<file path="config.mk">
export PLATFORM = sky130hd
export DESIGN_NAME = psram_bus_bridge
export DESIGN_NICKNAME = d
export VERILOG_FILES = /design/src/rtl/psram_bridge_pkg.sv /design/src/rtl/psram_bridge_rdbuf.sv /design/src/rtl/psram_bus_bridge.sv
export SDC_FILE = /design/constraint.sdc
export NUM_CORES = 1
export LEC_CHECK = 0
export ABC_CLOCK_PERIOD_IN_PS = 2000
export CORE_ASPECT_RATIO = 0.7
export CORE_MARGIN = 5
export CORE_UTILIZATION = 43
export CTS_CLUSTER_DIAMETER = 200
export DETAILED_ROUTE_END_ITERATION = 7
export GPL_TIMING_DRIVEN = 0
export HOLD_SLACK_MARGIN = 0.06
export PLACE_DENSITY_LB_ADDON = 0.12
export SYNTH_ARGS = -nofsm -noshare
export SYNTH_HDL_FRONTEND = slang
export SYNTH_SLANG_ARGS = --single-unit
</file>
<file path="constraint.sdc">
create_clock -name clk -period 2 [get_ports clk]
set_input_delay 0.4 -clock clk [delete_from_list [all_inputs] [get_ports clk]]
set_output_delay 0.4 -clock clk [all_outputs]
set_load 0.01 [all_outputs]
</file>
<file path="src/rtl/psram_bridge_pkg.sv">
// Shared types and constants for the CPU6 byte bus to PsramController word bridge.
package psram_bridge_pkg;

    localparam int ADDR_W     = 22;
    localparam int CPU_ADDR_W = 19;
    localparam logic [7:0] READ_ERR_BYTE = 8'hFF;

    typedef enum logic [2:0] {
        ST_IDLE    = 3'd0,
        ST_PEND    = 3'd1,
        ST_STROBE  = 3'd2,
        ST_WAIT_HI = 3'd3,
        ST_WAIT_LO = 3'd4,
        ST_DONE    = 3'd5
    } state_e;

endpackage

</file>
<file path="src/rtl/psram_bridge_rdbuf.sv">
// One-word read buffer (data, word tag, valid) with write-byte merge; hit is combinational.
// Only built when PSRAM_BRIDGE_RDBUF_EN is defined.
module psram_bridge_rdbuf
    import psram_bridge_pkg::*;
(
    input  logic                clk,
    input  logic                resetn,
    input  logic [ADDR_W-2:0]   lookup_tag_i,
    output logic                hit_o,
    output logic [15:0]         buf_dat_o,
    input  logic                fill_vld_i,
    input  logic [ADDR_W-2:0]   fill_tag_i,
    input  logic [15:0]         fill_dat_i,
    input  logic                merge_vld_i,
    input  logic                merge_hi_i,
    input  logic [7:0]          merge_dat_i,
    input  logic                inval_i
);

    logic [15:0]       dat_q;
    logic [ADDR_W-2:0] tag_q;
    logic              valid_q;

    assign hit_o     = valid_q && (tag_q == lookup_tag_i);
    assign buf_dat_o = dat_q;

    always_ff @(posedge clk or negedge resetn) begin
        if (!resetn) begin
            dat_q   <= '0;
            tag_q   <= '0;
            valid_q <= 1'b0;
        end else if (inval_i) begin
            valid_q <= 1'b0;
        end else if (fill_vld_i) begin
            dat_q   <= fill_dat_i;
            tag_q   <= fill_tag_i;
            valid_q <= 1'b1;
        end else if (merge_vld_i && hit_o) begin
            // Keep the buffered word coherent with the PSRAM write that follows.
            if (merge_hi_i) dat_q[15:8] <= merge_dat_i;
            else            dat_q[7:0]  <= merge_dat_i;
        end
    end

endmodule

</file>
<file path="src/rtl/psram_bus_bridge.sv">
// CPU6 byte bus to PsramController bridge: strobe at req+1, done 1 cycle after busy falls, timeout -> err.
// cpu_busy holds from acceptance to cpu_done; requests while busy are dropped. PSRAM_BRIDGE_RDBUF_EN adds a read buffer.
module psram_bus_bridge
    import psram_bridge_pkg::*;
#(
    parameter logic [ADDR_W-1:0] ADDR_BASE      = 22'h000000,
    parameter int                TIMEOUT_CYCLES = 1024,
    parameter int                TO_W           = 11
) (
    input  logic                  clk,
    input  logic                  resetn,
    input  logic                  cpu_req,
    input  logic                  cpu_we,
    input  logic [CPU_ADDR_W-1:0] cpu_addr,
    input  logic [7:0]            cpu_wdata,
    output logic [7:0]            cpu_rdata,
    output logic                  cpu_busy,
    output logic                  cpu_done,
    output logic                  cpu_err,
    output logic                  mem_read,
    output logic                  mem_write,
    output logic                  mem_byte_write,
    output logic [ADDR_W-1:0]     mem_addr,
    output logic [15:0]           mem_din,
    input  logic [15:0]           mem_dout,
    input  logic                  mem_busy
);

    localparam logic [TO_W-1:0] TO_LAST = TO_W'(TIMEOUT_CYCLES - 1);
    localparam logic [TO_W-1:0] TO_ONE  = {{(TO_W-1){1'b0}}, 1'b1};

    state_e              state_q, state_d;
    logic [TO_W-1:0]     cnt_q, cnt_d;
    logic                we_q, we_d;
    logic                lsb_q, lsb_d;
    logic                err_q, err_d;
    logic [7:0]          rdata_q, rdata_d;
    logic [ADDR_W-1:0]   mem_addr_q, mem_addr_d;
    logic [15:0]         mem_din_q, mem_din_d;
    logic                mem_bw_q, mem_bw_d;

    logic [ADDR_W-1:0]   req_addr;
    logic                timeout_ev;
    logic                strobe_ok;
    logic                hit_q;
    logic                buf_hit;
    logic [15:0]         buf_dat;

    assign req_addr   = ADDR_BASE + {{(ADDR_W-CPU_ADDR_W){1'b0}}, cpu_addr};
    assign timeout_ev = (cnt_q == TO_LAST) &&
                        (((state_q == ST_WAIT_HI) && !mem_busy) ||
                         ((state_q == ST_WAIT_LO) &&  mem_busy));
    // Gating on mem_busy keeps the strobe off a busy controller; STROBE simply waits.
    assign strobe_ok  = (state_q == ST_STROBE) && !hit_q && !mem_busy;

    assign mem_read       = strobe_ok && !we_q;
    assign mem_write      = strobe_ok &&  we_q;
    assign cpu_busy       = (state_q != ST_IDLE);
    assign cpu_done       = (state_q == ST_DONE);
    assign cpu_err        = cpu_done && err_q;
    assign cpu_rdata      = rdata_q;
    assign mem_addr       = mem_addr_q;
    assign mem_din        = mem_din_q;
    assign mem_byte_write = mem_bw_q;

`ifdef PSRAM_BRIDGE_RDBUF_EN
    logic hit_d;

    // A buffer hit travels through STROBE with no strobe so done lands 2 cycles after req.
    assign hit_d = (state_q == ST_IDLE) ? (cpu_req && !cpu_we && buf_hit) :
                   (state_q == ST_DONE) ? 1'b0 : hit_q;

    always_ff @(posedge clk or negedge resetn) begin
        if (!resetn) hit_q <= 1'b0;
        else         hit_q <= hit_d;
    end

    psram_bridge_rdbuf u_rdbuf (
        .clk          (clk),
        .resetn       (resetn),
        .lookup_tag_i (req_addr[ADDR_W-1:1]),
        .hit_o        (buf_hit),
        .buf_dat_o    (buf_dat),
        .fill_vld_i   ((state_q == ST_WAIT_LO) && !mem_busy && !we_q),
        .fill_tag_i   (mem_addr_q[ADDR_W-1:1]),
        .fill_dat_i   (mem_dout),
        .merge_vld_i  ((state_q == ST_IDLE) && cpu_req && cpu_we),
        .merge_hi_i   (cpu_addr[0]),
        .merge_dat_i  (cpu_wdata),
        .inval_i      (timeout_ev)
    );
`else
    assign hit_q   = 1'b0;
    assign buf_hit = 1'b0;
    assign buf_dat = '0;
`endif

    always_comb begin
        state_d    = state_q;
        cnt_d      = cnt_q;
        we_d       = we_q;
        lsb_d      = lsb_q;
        err_d      = err_q;
        rdata_d    = rdata_q;
        mem_addr_d = mem_addr_q;
        mem_din_d  = mem_din_q;
        mem_bw_d   = mem_bw_q;

        unique case (state_q)
            ST_IDLE: begin
                err_d = 1'b0;
                if (cpu_req) begin
                    we_d       = cpu_we;
                    lsb_d      = cpu_addr[0];
                    mem_addr_d = req_addr;
                    mem_din_d  = {cpu_wdata, cpu_wdata};
                    mem_bw_d   = cpu_we;
                    state_d    = ((!cpu_we && buf_hit) || !mem_busy) ? ST_STROBE : ST_PEND;
                end
            end
            ST_PEND: begin
                if (!mem_busy) state_d = ST_STROBE;
            end
            ST_STROBE: begin
                if (hit_q) begin
                    rdata_d = lsb_q ? buf_dat[15:8] : buf_dat[7:0];
                    state_d = ST_DONE;
                end else if (!mem_busy) begin
                    cnt_d   = '0;
                    state_d = ST_WAIT_HI;
                end
            end
            ST_WAIT_HI: begin
                if (mem_busy) begin
                    cnt_d   = '0;
                    state_d = ST_WAIT_LO;
                end else begin
                    cnt_d = cnt_q + TO_ONE;
                end
            end
            ST_WAIT_LO: begin
                if (!mem_busy) begin
                    if (!we_q) rdata_d = lsb_q ? mem_dout[15:8] : mem_dout[7:0];
                    state_d = ST_DONE;
                end else begin
                    cnt_d = cnt_q + TO_ONE;
                end
            end
            ST_DONE: begin
                state_d = ST_IDLE;
            end
            default: begin
                state_d = ST_IDLE;
            end
        endcase

        if (timeout_ev) begin
            err_d   = 1'b1;
            if (!we_q) rdata_d = READ_ERR_BYTE;
            state_d = ST_DONE;
        end
    end

    always_ff @(posedge clk or negedge resetn) begin
        if (!resetn) begin
            state_q    <= ST_IDLE;
            cnt_q      <= '0;
            we_q       <= 1'b0;
            lsb_q      <= 1'b0;
            err_q      <= 1'b0;
            rdata_q    <= 8'h00;
            mem_addr_q <= '0;
            mem_din_q  <= '0;
            mem_bw_q   <= 1'b0;
        end else begin
            state_q    <= state_d;
            cnt_q      <= cnt_d;
            we_q       <= we_d;
            lsb_q      <= lsb_d;
            err_q      <= err_d;
            rdata_q    <= rdata_d;
            mem_addr_q <= mem_addr_d;
            mem_din_q  <= mem_din_d;
            mem_bw_q   <= mem_bw_d;
        end
    end

endmodule

</file>
### Word level (Yosys, flattened, before mapping)

Index checks and enable logic that the tools add are counted.
W data, S select, Z words.

| word-level totals | value |
|---|---|
| register bits | 60 |
| input port bits | 48 |
| output and inout bits | 52 |
| word-level logic and storage cells | 59 |

| cells by class | value |
|---|---|
| add/sub/neg operators | 1 |
| equality and inequality tests | 13 |
| multiplexer cells | 20 |
| reduce and logical (&&, ||, !) cells | 17 |

Operator list:

| operator | count |
|---|---|
| $mux W8 | 6 |
| $mux W11 | 3 |
| $pmux W11 S3 | 1 |
| $mux W3 | 6 |
| $ne A3 B3 Y1 const B | 5 |
| $pmux W3 S5 | 1 |
| $add A11 B1 Y11 const B | 1 |
| $eq A11 B10 Y1 const B | 1 |
| $logic_and A1 B1 Y1 | 7 |
| $eq A3 B2 Y1 const B | 2 |
| $eq A3 B3 Y1 const B | 2 |
| $reduce_bool A3 Y1 | 2 |
| $reduce_and A5 Y1 | 1 |
| $ne A2 B2 Y1 const B | 2 |
| $eq A3 B1 Y1 const B | 1 |
| $logic_not A3 Y1 | 1 |
| $reduce_and A3 Y1 | 1 |
| $logic_not A1 Y1 | 2 |
| $mux W1 | 2 |
| $mux W2 | 1 |
| $reduce_and A2 Y1 | 1 |
| $reduce_bool A2 Y1 | 1 |
| $logic_or A1 B1 Y1 | 1 |

### Depth between registers and ports, before layout

| logic depth | value |
|---|---|
| depth in word-level cells | 6 |
| gate-level depth with buffers | 6 |
| gate-level depth less buffers | 4 |

### Worst setup path before layout

OpenSTA, ideal clock, no wires.

| path | value |
|---|---|
| kind | reg-to-reg |
| start | reg state_q[0] |
| end | reg mem_addr_q[11], in the netlist mem_addr[11] |
| library setup time | 125 ps |
| arrival time | 1625 ps |
| required time | 1875 ps |
| slack | 250 ps |
| cell stages (with the launch flop) | 6 |
| path buffers | 2 |
| period minus slack after synthesis | 1750 ps |
| cell sequence | dfrtp_1 -> buf_2 -> or3_4 -> nor2_8 -> buf_6 -> mux2_2 |

| between the ends | value |
|---|---|
| word-level cells in the longest chain between the ends | 2 |

RTL lines:

| element | RTL line | RTL |
|---|---|---|
| from (decl) | psram_bus_bridge.sv:32 | `state_e state_q, state_d;` |
| from (signal assigned) | psram_bus_bridge.sv:176 | `state_q <= state_d;` |
| $logic_not A3 Y1 | psram_bus_bridge.sv:109 | `unique case (state_q)` |
| $reduce_and A2 Y1 (no source line) | n/a |  |
| to (signal assigned) | psram_bus_bridge.sv:182 | `mem_addr_q <= mem_addr_d;` |
| to (decl) | psram_bus_bridge.sv:38 | `logic [ADDR_W-1:0] mem_addr_q, mem_addr_d;` |

Every way passes these cells.
A chain may end at the register's enable or synchronous reset.

### Worst setup path in the final report

| path | value |
|---|---|
| start | reg state_q[0] |
| end | out cpu_busy |

| between the ends | value |
|---|---|
| word-level cells in the longest chain between the ends | 1 |

RTL lines:

| element | RTL line | RTL |
|---|---|---|
| $reduce_bool A3 Y1 | psram_bus_bridge.sv:58 | `assign cpu_busy = (state_q != ST_IDLE);` |
| to (decl) | psram_bus_bridge.sv:17 | `output logic cpu_busy,` |

Every way passes these cells.

==> results.ini <==
[status]
status = finished, final reports clean

[die]
fp-row-count = 23
ioPinCount = 100
start_util_pct = 43.8
die_y_um = 73.6
die_x_um = 101
dieArea_sq_mm = 0.00742
core_sq_mm = 0.00567

[critical_path]
cp-end-kind = primary output
crit_type = reg -> out
worstPathMaxFanout = 10
worstReg2RegStart = state_q[0]
cp-start-kind = register
critPathRequiredTime_ns = 1.60
r2r-end = mem_din[13]
cp-startpoint = state_q[0]
crit_end = cpu_busy
cp_data_arrival_time_ns = 1.53
reg2reg_depth = 5
rrSetupSlack_ns = 0.15

[finish]
ff_latch_area_sq_mm = 0.00128
multi_input_area_sq_mm = 0.00105
drive_gt1_share_pct = 23.3
num-nets-final = 361
diodes = 0
area_growth_pct = 47.5
layout_common_cells = clkdlybuf4s50_1, dfrtp_1, mux2_2, nand2_1, buf_4
final_common_cell = clkdlybuf4s50_1
nFillCells = 451

[clock_tree]
clk_latency_ns = 0.31
cts_max_level = 2
root_buffer = clkbuf_8
numCtsBuffers = 5
cts_buffer_depth = 2
cts_num_sinks = 51
ctsHoldBuffers = 0
cts_tree = built
path_clk_slew_ns = 0.10

[synth]
synth_edf_count = 0
synth_warnings = 0
ys_seq_area_share_pct = 51.4
yosysTopAreaCellShare_pct = 51.4
synth.distinct_cells = 44
synthFlopType = dfrtp_1
post_synth.cell_area_avg_sq_um = 12.1
netlist_instances = 205
synth_seq_cells = 51
syn_area_sq_mm = 0.00248
async_reset_ff_share_pct = 100
yosys.area.top_type = dfrtp_1
synth_area_leaders = dfrtp_1, mux2_2, o211ai_2

[route]
drc_errors = 0
via_count = 1948
drtIter0Drc = 39
via_per_inst = 5.02
antenna_left = 0
wirelength_mm = 5.92
firstDrtPassIters = 4
wl_per_cell_um = 15.3

[timing]
period_share_pct = 96.3
period_needed_ns = 1.93
slew_headroom_pct = 58.0
max_freq_mhz = 519
layout_setup_ws_ns = 0.0738
skew_ns = 0.0138
setup-tns-final_ns = 0
holdWs_ns = 0.0477
tightest_slew_ns = 0.631
setup_viol = 0
finalMaxSlewViolations = 0
final-hold-violation-count = 0

[placed_design]
globalplace.congestion = 0.773
numPortBuffers = 96
dp_hpwl_mm = 4.58
post-place-ws_ns = -0.396

[grt]
track_usage_pct = 16.9
grt_pass1_wl_mm = 9.77
antenna_found_initial = 0
grt_max_degree = 31
overflow = 0
grt_pass1_vias = 2062

[power_and_ir_drop]
vdd_drop_max_v = 0.000847
leakage_nw = 1.61
p_per_area_mw_per_mm2 = 1380

[min_path]
hp-class = in -> async

[run]
maxCapViolCount = 0

[where the power goes]
| part | internal (W) | switching, W | total, W | leakage, nW |
|---|---|---|---|---|
| Combinational | 0.00161 | 0.00111 | 0.00273 | 0.916 |
| Sequential | 0.00146 | 0.000264 | 0.00172 | 0.640 |
| Clock | 0.000254 | 0.000362 | 0.000616 | 0.0489 |
| Total | 0.00332 | 0.00174 | 0.00506 | 1.61 |
[cell families after synthesis]
group	after synthesis	share of synthesized area, %
compound gates	36	11.5
xor+xnor	1	0.353
mux	36	15.9
buf+inv	26	7.05
other cells	1	0.151
flops	51	51.4
fa+ha+maj	1	0.504
simple gates	53	13.1
[area by class of cell]
cell class | count | share of cell area, %
Buffer | 23 | 4.68
Clock buffer | 5 | 1.88
Clock inverter | 3 | 0.615
Inverter | 3 | 0.307
Multi-Input combinational cell | 130 | 28.6
Sequential cell | 51 | 34.8
Tap cell | 75 | 2.56
Timing Repair Buffer | 98 | 26.6
[synth_stat cells, drive strengths merged, types with 3 or more instances]
| library cell | number |
|---|---|
| mux2 | 28 |
| or4 | 6 |
| nor2 | 5 |
| buf | 22 |
| nor3b | 3 |
| nand2 | 20 |
| o21ai | 5 |
| o211ai | 8 |
| a21oi | 9 |
| inv | 3 |
| o31ai | 6 |
| dfrtp | 51 |
| or3 | 4 |
| mux2i | 8 |
[worst max-delay path, cell delays in order (launching register included)]
cell and delay, ns:
dfrtp_1 0.39, buf_4 0.17, or3_4 0.41, clkdlybuf4s15_1 0.25
[through the flow]
stage               std cells  util, %  total power, W  area [sq um]
floorplan                 207        -         0.00313          2490
global placement          378     62.5         0.00441          3550
detailed placement        379     62.8         0.00448          3560
CTS                       388     64.6         0.00513          3660
global route              388     64.6         0.00542          3660
finish                    388     64.6         0.00506          3660
[timing repair]
| item | CTS | global route |
|---|---|---|
| setup endpoints to repair | 5 | 4 |
| endpoints found under the hold margin | 0 | 0 |
| resized for setup | 13 | 5 |
| buffers inserted | 1 | 0 |
[flip-flops by register name, indices dropped and copies added (netlist names)]
register	cells
mem_addr	19
cnt_q	11
cpu_rdata	8
mem_din	8
state_q	3
err_q	1
mem_byte_write	1
[per-layer routing]
layer	routed length, um	GRT usage, %	up-vias
li1	-	-	935
met1	2670	22.5	943
met2	2650	25.3	66
met3	565	8.06	4
met4	34	3.59	0
met5	0	0	-
[how the worst min path moves through the flow]
stage          slack [ns]  cells after the start  startpoint     endpoint
2_1_floorplan        0.10                      0      resetn     cnt_q[0]
3_3_place_gp         0.45                      1   cnt_q[10]    cnt_q[10]
3_5_place_dp         0.41                      1      resetn  mem_din[14]
4_1_cts              0.07                      1      resetn  mem_din[14]
5_1_grt              0.08                      1      resetn  mem_din[14]
6_report             0.05                      1      resetn  mem_din[14]
Power figures use the tool's default switching activity.
